--- src/rtl/jtframe_hsize_ctrl.sv ---
// rtl/jtframe_hsize_ctrl.sv - debounced, vsync-aligned horizontal scaler config sequencer with line width meter
// Optional feature macro: JTFRAME_HSIZE_SLEW_EN (step applied values one unit per frame)
module jtframe_hsize_ctrl #(
  parameter int SCREEN_WIDTH = 384,
  parameter int HOLD_FRAMES  = 2,
  localparam int VW = (SCREEN_WIDTH <= 256) ? 8 : (SCREEN_WIDTH <= 512) ? 9 : 10
) (
  input  logic          clk,
  input  logic          rst_n,
  input  logic          pxl_cen,
  input  logic          VS_in,
  input  logic          HS_in,
  input  logic          HB_in,
  input  logic [3:0]    scale_req,
  input  logic [4:0]    offset_req,
  input  logic          enable_req,
  output logic [3:0]    scale,
  output logic [4:0]    offset,
  output logic          enable,
  output logic          busy,
  output logic [VW-1:0] act_width
);

  typedef struct packed {
    logic       en;
    logic [3:0] scale;
    logic [4:0] offset;
  } cfg_t;

  typedef enum logic [1:0] {IDLE, HOLD, STEP} state_t;

  localparam cfg_t          CFG_OFF   = '{en: 1'b0, scale: 4'd8, offset: 5'd0};
  localparam cfg_t          CFG_ON    = '{en: 1'b1, scale: 4'd8, offset: 5'd0};
  localparam logic [3:0]    HOLD_LAST = 4'(HOLD_FRAMES - 1);
  localparam logic [VW-1:0] LINE_MAX  = VW'(SCREEN_WIDTH - 1);

  state_t        state_q, state_d;
  cfg_t          req_q, req_d, app_q, app_d, tgt_q, tgt_d;
  logic [3:0]    cnt_q, cnt_d;
  logic          busy_q, busy_d;
  logic          vs_q, vs_d, hs_q, hs_d;
  logic [VW-1:0] line_q, line_d, fmax_q, fmax_d, width_q, width_d;

  cfg_t          req_now, req_n, step_cfg;
  logic          req_chg, vs_edge, hs_edge, force_off;
  logic [VW-1:0] line_best;

  // A disabled request means "scaler bypassed"; scale/offset are then irrelevant.
  function automatic cfg_t norm(input cfg_t c);
    return c.en ? c : CFG_OFF;
  endfunction

  function automatic cfg_t step_to(input cfg_t cur, input cfg_t tgt);
    cfg_t nxt;
    nxt = cur;
    if (!cur.en) begin
      nxt = CFG_ON;
    end else begin
`ifdef JTFRAME_HSIZE_SLEW_EN
      if (tgt.scale > cur.scale)      nxt.scale = cur.scale + 4'd1;
      else if (tgt.scale < cur.scale) nxt.scale = cur.scale - 4'd1;
      if ($signed(tgt.offset) > $signed(cur.offset))      nxt.offset = cur.offset + 5'd1;
      else if ($signed(tgt.offset) < $signed(cur.offset)) nxt.offset = cur.offset - 5'd1;
`else
      nxt = tgt;
`endif
    end
    return nxt;
  endfunction

  assign req_now   = '{en: enable_req, scale: scale_req, offset: offset_req};
  assign req_d     = req_now;
  assign req_chg   = req_q != req_now;
  assign req_n     = norm(req_q);
  assign vs_d      = pxl_cen ? VS_in : vs_q;
  assign hs_d      = pxl_cen ? HS_in : hs_q;
  assign vs_edge   = pxl_cen & VS_in & ~vs_q;
  assign hs_edge   = pxl_cen & HS_in & ~hs_q;
  assign step_cfg  = step_to(app_q, tgt_q);
  // Switching the scaler off skips the debounce and any slew in progress.
  assign force_off = vs_edge & app_q.en & ~req_n.en;

  always_ff @(posedge clk or negedge rst_n) begin
    if (!rst_n) begin
      state_q <= IDLE;
      req_q   <= CFG_OFF;
      app_q   <= CFG_OFF;
      tgt_q   <= CFG_OFF;
      cnt_q   <= 4'd0;
      busy_q  <= 1'b0;
      vs_q    <= 1'b0;
      hs_q    <= 1'b0;
      line_q  <= '0;
      fmax_q  <= '0;
      width_q <= '0;
    end else begin
      state_q <= state_d;
      req_q   <= req_d;
      app_q   <= app_d;
      tgt_q   <= tgt_d;
      cnt_q   <= cnt_d;
      busy_q  <= busy_d;
      vs_q    <= vs_d;
      hs_q    <= hs_d;
      line_q  <= line_d;
      fmax_q  <= fmax_d;
      width_q <= width_d;
    end
  end

  always_comb begin
    state_d = state_q;
    case (state_q)
      IDLE: if (req_n != app_q) state_d = HOLD;
      HOLD: begin
        if (req_n == app_q)
          state_d = IDLE;
        else if (vs_edge && !req_chg && cnt_q == HOLD_LAST)
          state_d = STEP;
      end
      STEP: begin
        if (req_n != tgt_q)
          state_d = HOLD;
        else if (vs_edge && step_cfg == tgt_q)
          state_d = IDLE;
      end
      default: state_d = IDLE;
    endcase
    if (force_off) state_d = IDLE;
  end

  always_comb begin
    app_d  = app_q;
    tgt_d  = tgt_q;
    busy_d = busy_q;
    cnt_d  = 4'd0;
    case (state_q)
      IDLE: busy_d = req_n != app_q;
      HOLD: begin
        busy_d = req_n != app_q;
        if (!req_chg) cnt_d = vs_edge ? cnt_q + 4'd1 : cnt_q;
        if (state_d == STEP) tgt_d = req_n;
      end
      STEP: begin
        // A changed request freezes the applied values until it is debounced again.
        if (vs_edge && req_n == tgt_q) begin
          app_d  = step_cfg;
          busy_d = step_cfg != tgt_q;
        end
      end
      default: busy_d = 1'b0;
    endcase
    if (force_off) begin
      app_d  = CFG_OFF;
      tgt_d  = CFG_OFF;
      busy_d = 1'b0;
      cnt_d  = 4'd0;
    end
  end

  always_comb begin
    line_d    = line_q;
    fmax_d    = fmax_q;
    width_d   = width_q;
    line_best = (line_q > fmax_q) ? line_q : fmax_q;
    if (hs_edge) begin
      fmax_d = line_best;
      line_d = '0;
    end else if (pxl_cen && !HB_in && line_q != LINE_MAX) begin
      line_d = line_q + VW'(1);
    end
    // The line ending on the vsync pixel still belongs to the frame being reported.
    if (vs_edge) begin
      width_d = hs_edge ? line_best : fmax_q;
      fmax_d  = '0;
    end
  end

  assign scale     = app_q.scale;
  assign offset    = app_q.offset;
  assign enable    = app_q.en;
  assign busy      = busy_q;
  assign act_width = width_q;

endmodule

--- config.mk ---
export PLATFORM = sky130hd
export DESIGN_NAME = jtframe_hsize_ctrl
export DESIGN_NICKNAME = d
export VERILOG_FILES = /design/src/rtl/jtframe_hsize_ctrl.sv
export SDC_FILE = /design/constraint.sdc
export NUM_CORES = 1
export LEC_CHECK = 0
export BUFFER_PORTS_ARGS = -buffer_cell sky130_fd_sc_hd__buf_4
export CAP_MARGIN = 0
export CELL_PAD_IN_SITES_DETAIL_PLACEMENT = 1
export CELL_PAD_IN_SITES_GLOBAL_PLACEMENT = 2
export CORE_AREA = 2 2 95 97
export CTS_BUF_LIST = sky130_fd_sc_hd__clkbuf_8
export DETAILED_ROUTE_END_ITERATION = 7
export DIE_AREA = 0 0 97 99
export GPL_TIMING_DRIVEN = 0
export MAX_ROUTING_LAYER = met4
export PLACE_DENSITY_LB_ADDON = 0.1
export SETUP_SLACK_MARGIN = 0.1
export SYNTH_ARGS = -nofsm -noshare
export SYNTH_HDL_FRONTEND = slang
export SYNTH_SLANG_ARGS = --single-unit
export TNS_END_PERCENT = 50
--- constraint.sdc ---
create_clock -name clk -period 3.82 [get_ports clk]
set_input_delay 0.764 -clock clk [delete_from_list [all_inputs] [get_ports clk]]
set_output_delay 0.764 -clock clk [all_outputs]
set_load 0.02 [all_outputs]
; Word-level counts from Yosys, hierarchy flattened
; Cells that the tools add are included.
[op_classes]
addsub = 2
mul = 0
div = 0
magnitude_cmp = 1
eq_ne = 14
shift = 0
mux = 27
n_bitwise = 9
n_reduce_logical = 17
[op_table]
columns = operator, n
row1 = 10-bit 2-to-1 mux, 8
row2 = 9-bit 2-to-1 mux, 5
row3 = 10-bit != test, 4
row4 = 10-bit equality test, 3
row5 = 4-bit 2-to-1 mux, 4
row6 = 2-bit 2-to-1 mux, 6
row7 = 2-bit nonzero test, 5
row8 = 9-bit by 1-bit adder with 9-bit output (second input constant), 1
row9 = 9-bit > comparator, 1
row10 = 9-bit != test (second input constant), 1
row11 = 1-bit AND, 6
row12 = 1-bit logical AND, 6
row13 = 2-bit one-hot mux with 3 select lines, 1
row14 = 4-bit by 1-bit adder with 4-bit output (second input constant), 1
row15 = 2-bit equality test (second input constant), 2
row16 = 4-bit by 1-bit equality test with 1-bit output (second input constant), 1
row17 = 4-bit != test (second input constant), 1
row18 = 2-bit AND reduction, 2
row19 = 3-bit != test (second input constant), 1
row20 = 1-bit inverter, 3
row21 = 2-bit by 1-bit equality test with 1-bit output (second input constant), 1
row22 = 1-bit logical NOT, 2
row23 = 2-bit logical NOT, 1
row24 = 1-bit 2-to-1 mux, 2
row25 = other kinds (2), 2
[totals]
reg_bits = 66
latchBits = 0
mem_bits_rw = 0
mem_bits_ro = 0
inputBits = 16
out_inout_bits = 20
word_cells = 87
memories = 0

; Logic depth before layout (Yosys ltp)
; Gate-level depths: netlist of run 1.
[depth]
word_depth = 12
depth_mapped = 9
depth_no_buf = 8

; Worst setup path before layout of run 1
; OpenSTA, ideal clock, no wires.
[synth_timing]
path_type = input -> register
from = input VS_in
to = register tgt_q[8] (netlist bit)
setup_time_ns = 0.075
arrival_time_ns = 1.979
required_time_ns = 3.745
path_slack_ns = 1.766
stages = 7
n_path_buf = 1
path_cell_list = nand2_1 nor2_1 nand3_1 nor4_1 and2_1 buf_4 mux2i_1
[synth_between]
elab_chain_len = 11
elab_cells_between_ends = 18
classes_between = eq/ne (1) / mux (7) / bitwise (4) / reduce/logical (6)
[synth_lines]
columns = item, line
row1 = start: declaration, 11  ; input logic VS_in,
row2 = 1-bit AND * (2 in a row), 77  ; assign vs_edge = pxl_cen & VS_in & ~vs_q;
row3 = 1-bit logical AND (2 in a row), 118  ; else if (vs_edge && !req_chg && cnt_q == HOLD_LAST)
row4 = 2-bit 2-to-1 mux, 118
row5 = 2-bit 2-to-1 mux, 116  ; if (req_n == app_q)
row6 = 2-bit one-hot mux with 3 select lines, 113  ; case (state_q)
row7 = 2-bit 2-to-1 mux, 129  ; if (force_off) state_d = IDLE;
row8 = 2-bit equality test, 142  ; if (state_d == STEP) tgt_d = req_n;
row9 = 2-bit nonzero test (no source line), n/a
row10 = 2-bit AND reduction (no source line), n/a
row11 = end signal: assignment, 100  ; tgt_q <= tgt_d;
row12 = end: declaration, 38  ; cfg_t req_q, req_d, app_q, app_d, tgt_q, tgt_d;
; Mark *: on every way between the ends. The rest lies on a longest branch, timed or not.
; A chain may end at the register's enable or synchronous reset.

; Final worst setup path of run 1
[layout_timing]
from = input pxl_cen
to = register tgt_q[3] (netlist bit)
[layout_between]
elab_chain_len = 11
elab_cells_between_ends = 18
classes_between = eq/ne (1) / mux (7) / bitwise (4) / reduce/logical (6)
[layout_lines]
columns = item, line
row1 = start: declaration, 10  ; input logic pxl_cen,
row2 = 1-bit AND * (2 in a row), 77
row3 = 1-bit logical AND (2 in a row), 118
row4 = 2-bit 2-to-1 mux, 118
row5 = 2-bit 2-to-1 mux, 116
row6 = 2-bit one-hot mux with 3 select lines, 113
row7 = 2-bit 2-to-1 mux, 129
row8 = 2-bit equality test, 142
row9 = 2-bit nonzero test (no source line), n/a
row10 = 2-bit AND reduction (no source line), n/a
; Marks and branches as above.

==> run summary, run 1 <==
Adder-Cell Fraction of Synth Area - 4.230%
Synth Area in Compound Gates - 16.11%
first-pass GRT wire length - 16020 µm
async set or reset register ratio after synthesis - 100.0%
Mean Syn Cell Area - 9.646 µm²
fin nets - 442
Crit Path Class - in2reg
number of global-route vias before repair - 3110
Synth top cells by count - dfrtp_1, nand2_1, nor2_1, nand3_1, a21oi_1
Pleak - 1.777 nW
WL/cell - 18.11 µm
hold depth - 2
main area contributors after synthesis - dfrtp_1, ha_1, xnor2_1
most numerous cell in the Yosys netlist - dfrtp_1
largest net degree at the start of global routing - 67
DRC - 0
hold buffer count at cts - 0
largest family of logic cells by synthesized area - simple AND/OR/NAND/NOR gates
Worst Hold Class - reg2reg
reg2reg path depth - 7
power density cells - 437.4 mW/mm²
PortBufs - 35
drt initial violations - 83
status - completed
DRT antenna net count - 0
clk_lat worst skew - 0.35 ns
CTS Buffer Depth - 2
Vias - 2885
synthesized instance count - 368
Resize count post-CTS - 0
Tcrit/Tclk final - 64.02%
Root Driver - clkbuf_8
Yosys top cell area share - 44.41%
Max-Slew Margin vs Limit - 43.03%
initial antenna violation count - 0
Post-Syn Nets - 396
Synth Area in XOR/XNOR - 6.662%
YS warnings - 0
CTS H-tree depth - 3
area leader, netlist - dfrtp_1
Post-Layout Cell Count - 527
setup repair bufs after CTS - 0
DP HPWL - 6909 µm
# diodes - 0
Min Clock Period, post-route - 2.446 ns
Post-synth top flop - dfrtp_1
startpoint types - input pin
WL final - 9546 µm
Inst Count DP - 511
Worst setup EP type - flop
io pins - 36
CTS tree - built
Mapped Area - 0.003550 mm²
Least-Margin Pin Slew - 0.8546 ns
final hold violations - 0
Distinct cells, synth - 52
All-Layer GR Usage - 22.15%
chip width - 97 µm
mux cell area share after synthesis - 3.102%
MaxCap Viol Count - 0
Die ar. - 0.009603 mm²
EDFF count, synth - 0
CP Data Arrival Time - 2.72 ns
f_max - 408.9 MHz
WP data required - 4.09 ns
final setup TNS - 0 ns
Seq/Total Area, Yosys - 46.63%
CP max FO - 10
CTS clk-pin slew, worst paths - 0.08 ns
Pre-antenna DRT Iters - 4
#FFs+latches synth - 66
final clock skew - 0.009234 ns
core box area - 0.008551 mm²
RSZ-0062 raised after global routing - no
simple-gate area share of the yosys netlist - 19.00%
Final Setup Violations - 0
Overall Power - 0.001814 W
CTS sink count - 66
num rows - 34
Vias/cell - 5.474
initial cell density of the core - 41.51%
cts bufs inserted - 9
area grow syn2layout - 16.81%
GP Congestion - 0.8050
grt ovf - 0
Die Ht - 99 µm
VDD IR max - 0.2052 mV
max-slew violations - 0
FILL cells - 980
share of layout cells above drive strength 1 - 15.75%
[sequential cells by signal, summed over array words and instances (netlist names)]
name       cells
state_q        2
tgt_q         10
offset         5
vs_q           1
enable         1
act_width      9
line_q         9
busy           1
req_q         10
scale          4
hs_q           1
cnt_q          4
fmax_q         9
[per-stage QoR]
step           hold WS [ns]  util [%]  setup WS [ns]  instance area, µm²
3_5_place_dp         0.4823     46.17          1.042                3948
5_1_grt              0.5072     48.49          1.255                4146
3_3_place_gp         0.4773     46.17          1.039                3948
4_1_cts              0.5031     48.49          1.379                4146
2_1_floorplan        0.4684         -          1.766                3550
6_report             0.4933     48.49          1.374                4146
[path summary, 6_finish.rpt]
kind | startpoint | slack [ns] | end
setup / recovery | pxl_cen | 1.37 | tgt_q[3]
hold / removal | act_width[8] | 0.49 | act_width[8]
setup reg to reg | req_q[9] | 1.38 | scale[0]
hold reg to reg | act_width[8] | 0.49 | act_width[8]
max in group asynchronous | rst_n | 2.75 | fmax_q[3]
min in group asynchronous | rst_n | 0.52 | offset[3]
[cells by family (layout without fill, tap and decap cells)]
family / after synthesis / in the layout
DFF: 66 / 66
adders and majority gates: 12 / 12
AOI/OAI and AO/OA: 83 / 83
xor gates and xnor gates: 27 / 27
and+or+nand+nor: 135 / 135
muxes: 11 / 11
buffers and inverters: 34 / 85
[report_power, final]
group	internal [W]	total, W	switching (W)
Sequential	0.000753	0.000809	0.0000562
Combinational	0.000149	0.000397	0.000249
Clock	0.000330	0.000608	0.000277
[per-layer routing]
| metal | vias up | GRT usage [%] | wire length (µm) |
|---|---|---|---|
| met3 | 12 | 3.901 | 256 |
| li1 | 1396 | - | - |
| met5 | - | - | 0 |
| met2 | 41 | 39.90 | 5014 |
| met4 | 0 | 7.476 | 145 |
| met1 | 1436 | 24.88 | 4129 |
[layout by cell type, fill, tap and decap left out, drive strengths merged, types with 2 or more instances in the layout]
master and n:
dfrtp 63, buf 43, nand2 36, nor2 36
o21ai 22, nand3 21, inv 20, a21oi 19
clkbuf 19, xnor2 17, ha 12, mux2i 11
xor2 10, a31oi 9, nand4 8, a22o 8
nor3 6, nor2b 5, nand2b 5, o211ai 4
o21a 4, and3 3, a2bb2oi 3, and2 3
nand4b 3, nor4 3, dfstp 3, a221oi 2
clkinv 2, and4bb 2, a41oi 2
[layout make-up]
type / count / area (µm²) / share of cell area (%)
clock buffers: 11 / 151.4 / 3.651
clock inverters: 5 / 47.55 / 1.147
well taps: 108 / 135.1 / 3.259
multi-input cells: 268 / 1743 / 42.03
flip-flops and latches: 66 / 1655 / 39.92
repair buffers: 35 / 262.8 / 6.337
plain buffers: 16 / 83.83 / 2.022
inverters: 18 / 67.56 / 1.629
[critical path, cell delays in order]
cell and delay, ns:
buf_4 0.12, nand2_1 0.07, nor2_1 0.30, nand3_1 0.19, nor4_1 0.54, and2_1 0.25
buf_4 0.25, mux2i_1 0.24
Note: power is estimated with default switching activity, not from simulation.
==> inputs of run 2 (changes only) <==
CORE_AREA = 2 2 99 101   (was 2 2 95 97)
DIE_AREA = 0 0 101 103   (was 0 0 97 99)
clock period = 2.45 ns   (was 3.82 ns; I/O delays follow)
==> run summary, run 2 (synthesis results as in run 1) <==
CTS sink count - 66
Die Ht - 103 µm
Pleak - 1.781 nW
Post-Layout Cell Count - 534
number of global-route vias before repair - 3044
CP Data Arrival Time - 2.47 ns
clock share of power - 30.7%
Sw Ratio - 33.64%
# diodes - 0
WL/cell - 17.87 µm
initial cell density of the core - 37.53%
Die ar. - 0.01040 mm²
io pins - 36
share of layout cells above drive strength 1 - 17.62%
Crit Path Class - reg2reg
DRC - 0
CTS Buffer Depth - 2
grt ovf - 0
Vias - 2895
max-slew violations - 0
Top Registers - req_q: 10 flops, tgt_q: 10 flops
VDD IR max - 0.2990 mV
internal power - 0.001819 W
num rows - 36
Logic pwr share - 23.2%
area grow syn2layout - 17.41%
worst r2r src - req_q[9]
Pre-antenna DRT Iters - 4
Worst Hold Class - in2async
Worst Setup SP - req_q[9]
WL final - 9545 µm
Inst Count DP - 517
Min Clock Period, post-route - 2.229 ns
CP endpoint - scale[1]
reg2reg end - scale[1]
DP HPWL - 6988 µm
Switching Power - 0.0009219 W
Seq pwr share - 46.2%
CTS clk-pin slew, worst paths - 0.08 ns
FILL cells - 1109
commonest non-fill, non-tap cells in the layout - dfrtp_1, buf_4, nand2_1, nor2_1, nand3_1
status - completed
drt initial violations - 63
Vias/cell - 5.421
final hold violations - 0
f_max - 448.7 MHz
largest net degree at the start of global routing - 67
first-pass GRT wire length - 15570 µm
WP data required - 2.69 ns
final setup TNS - 0 ns
CP max FO - 10
Final Core Density - 44.06%
worst reg2reg setup slack - 0.22 ns
All-Layer GR Usage - 20.42%
commonest non-fill, non-tap cell in the layout - dfrtp_1
PortBufs - 35
DRT antenna net count - 0
Final Setup Violations - 0
Max-Slew Margin vs Limit - 43.16%
GP Congestion - 0.8198
Worst setup EP type - flop
reg2reg path depth - 8
CTS tree - built
Root Driver - clkbuf_8
clk_lat worst skew - 0.35 ns
CTS H-tree depth - 3
Tcrit/Tclk final - 90.96%
cts bufs inserted - 9
RSZ-0062 raised after global routing - no
initial antenna violation count - 0
MaxCap Viol Count - 0
core box area - 0.009459 mm²
startpoint types - flop
hold buffer count at cts - 0
chip width - 101 µm
fin nets - 444
Least-Margin Pin Slew - 0.8527 ns
power density cells - 657.6 mW/mm²
final clock skew - 0.008075 ns
## run 2: cell types whose count changed in the layout (fill, tap and decap cells not counted), sizes merged
cell	before	now
buf	43	45
bufinv	1	0
clkinv	2	3
inv	20	19
## run 2: how the worst min path moves through the flow
stage | from | endpoint | slack [ns] | cells past startpoint
final | rst_n | req_q[5] | 0.23 | 1
after CTS | scale_req[3] | req_q[8] | 0.25 | 1
after floorplan | rst_n | act_width[0] | 0.19 | 0
after detailed placement | act_width[8] | act_width[8] | 0.49 | 2
after global routing | scale_req[3] | req_q[8] | 0.25 | 1
after global placement | scale[3] | scale[3] | 0.48 | 2
## run 2: layer usage
layer / global-route usage, % / share of wire [%] / routed length [µm]
met5: - / 0 / 0
met1: 22.13 / 42 / 4043
met3: 2.712 / 2.1 / 196
met2: 38.00 / 54 / 5133
met4: 7.796 / 1.8 / 171
## run 2: metrics by stage
stage	setup WS, ns	hold slack [ns]	cell area (µm²)	power, W
global route	0.1094	0.2503	4168	0.002889
detailed placement	-0.04982	0.4933	3955	0.001922
CTS	0.09827	0.2481	4131	0.002769
finish	0.2214	0.2317	4168	0.002741
global placement	-0.05427	0.4848	3955	0.001904
floorplan	0.5204	0.1944	3550	0.001665
## run 2: repair_timing
action,CTS,global route
setup buffers,0,2
pin swaps,0,1
gates resized for setup,1,6
gates cloned,0,0
endpoints found under the setup margin,9,31
## run 2: layout make-up
class,instances,area (µm²),area share [%]
buffer,16,85.08,2.041
clock buffer,11,151.4,3.633
clock inverter,4,18.77,0.4503
inverter,18,67.56,1.621
multi-input combinational,268,1768,42.42
sequential,66,1657,39.75
tap,114,142.6,3.422
timing repair buffer,37,277.8,6.665
## run 2: critical path, stage by stage (launching register included)
cell,delay (ns)
dfrtp_2,0.47
buf_6,0.17
nor3_1,0.20
a31oi_1,0.10
a2111oi_4,0.42
nand3_2,0.20
o21a_1,0.22
buf_6,0.15
a22o_1,0.18
## run 2: power by group through the flow
| stage | registers, W | logic, W | clock network [W] |
|---|---|---|---|
| 2_1_floorplan | 0.00130 | 0.000369 | 0 |
| 3_3_place_gp | 0.00128 | 0.000623 | 0 |
| 3_5_place_dp | 0.00129 | 0.000636 | 0 |
| 4_1_cts | 0.00127 | 0.000642 | 0.000861 |
| 5_1_grt | 0.00128 | 0.000713 | 0.000898 |
| 6_report | 0.00126 | 0.000635 | 0.000841 |
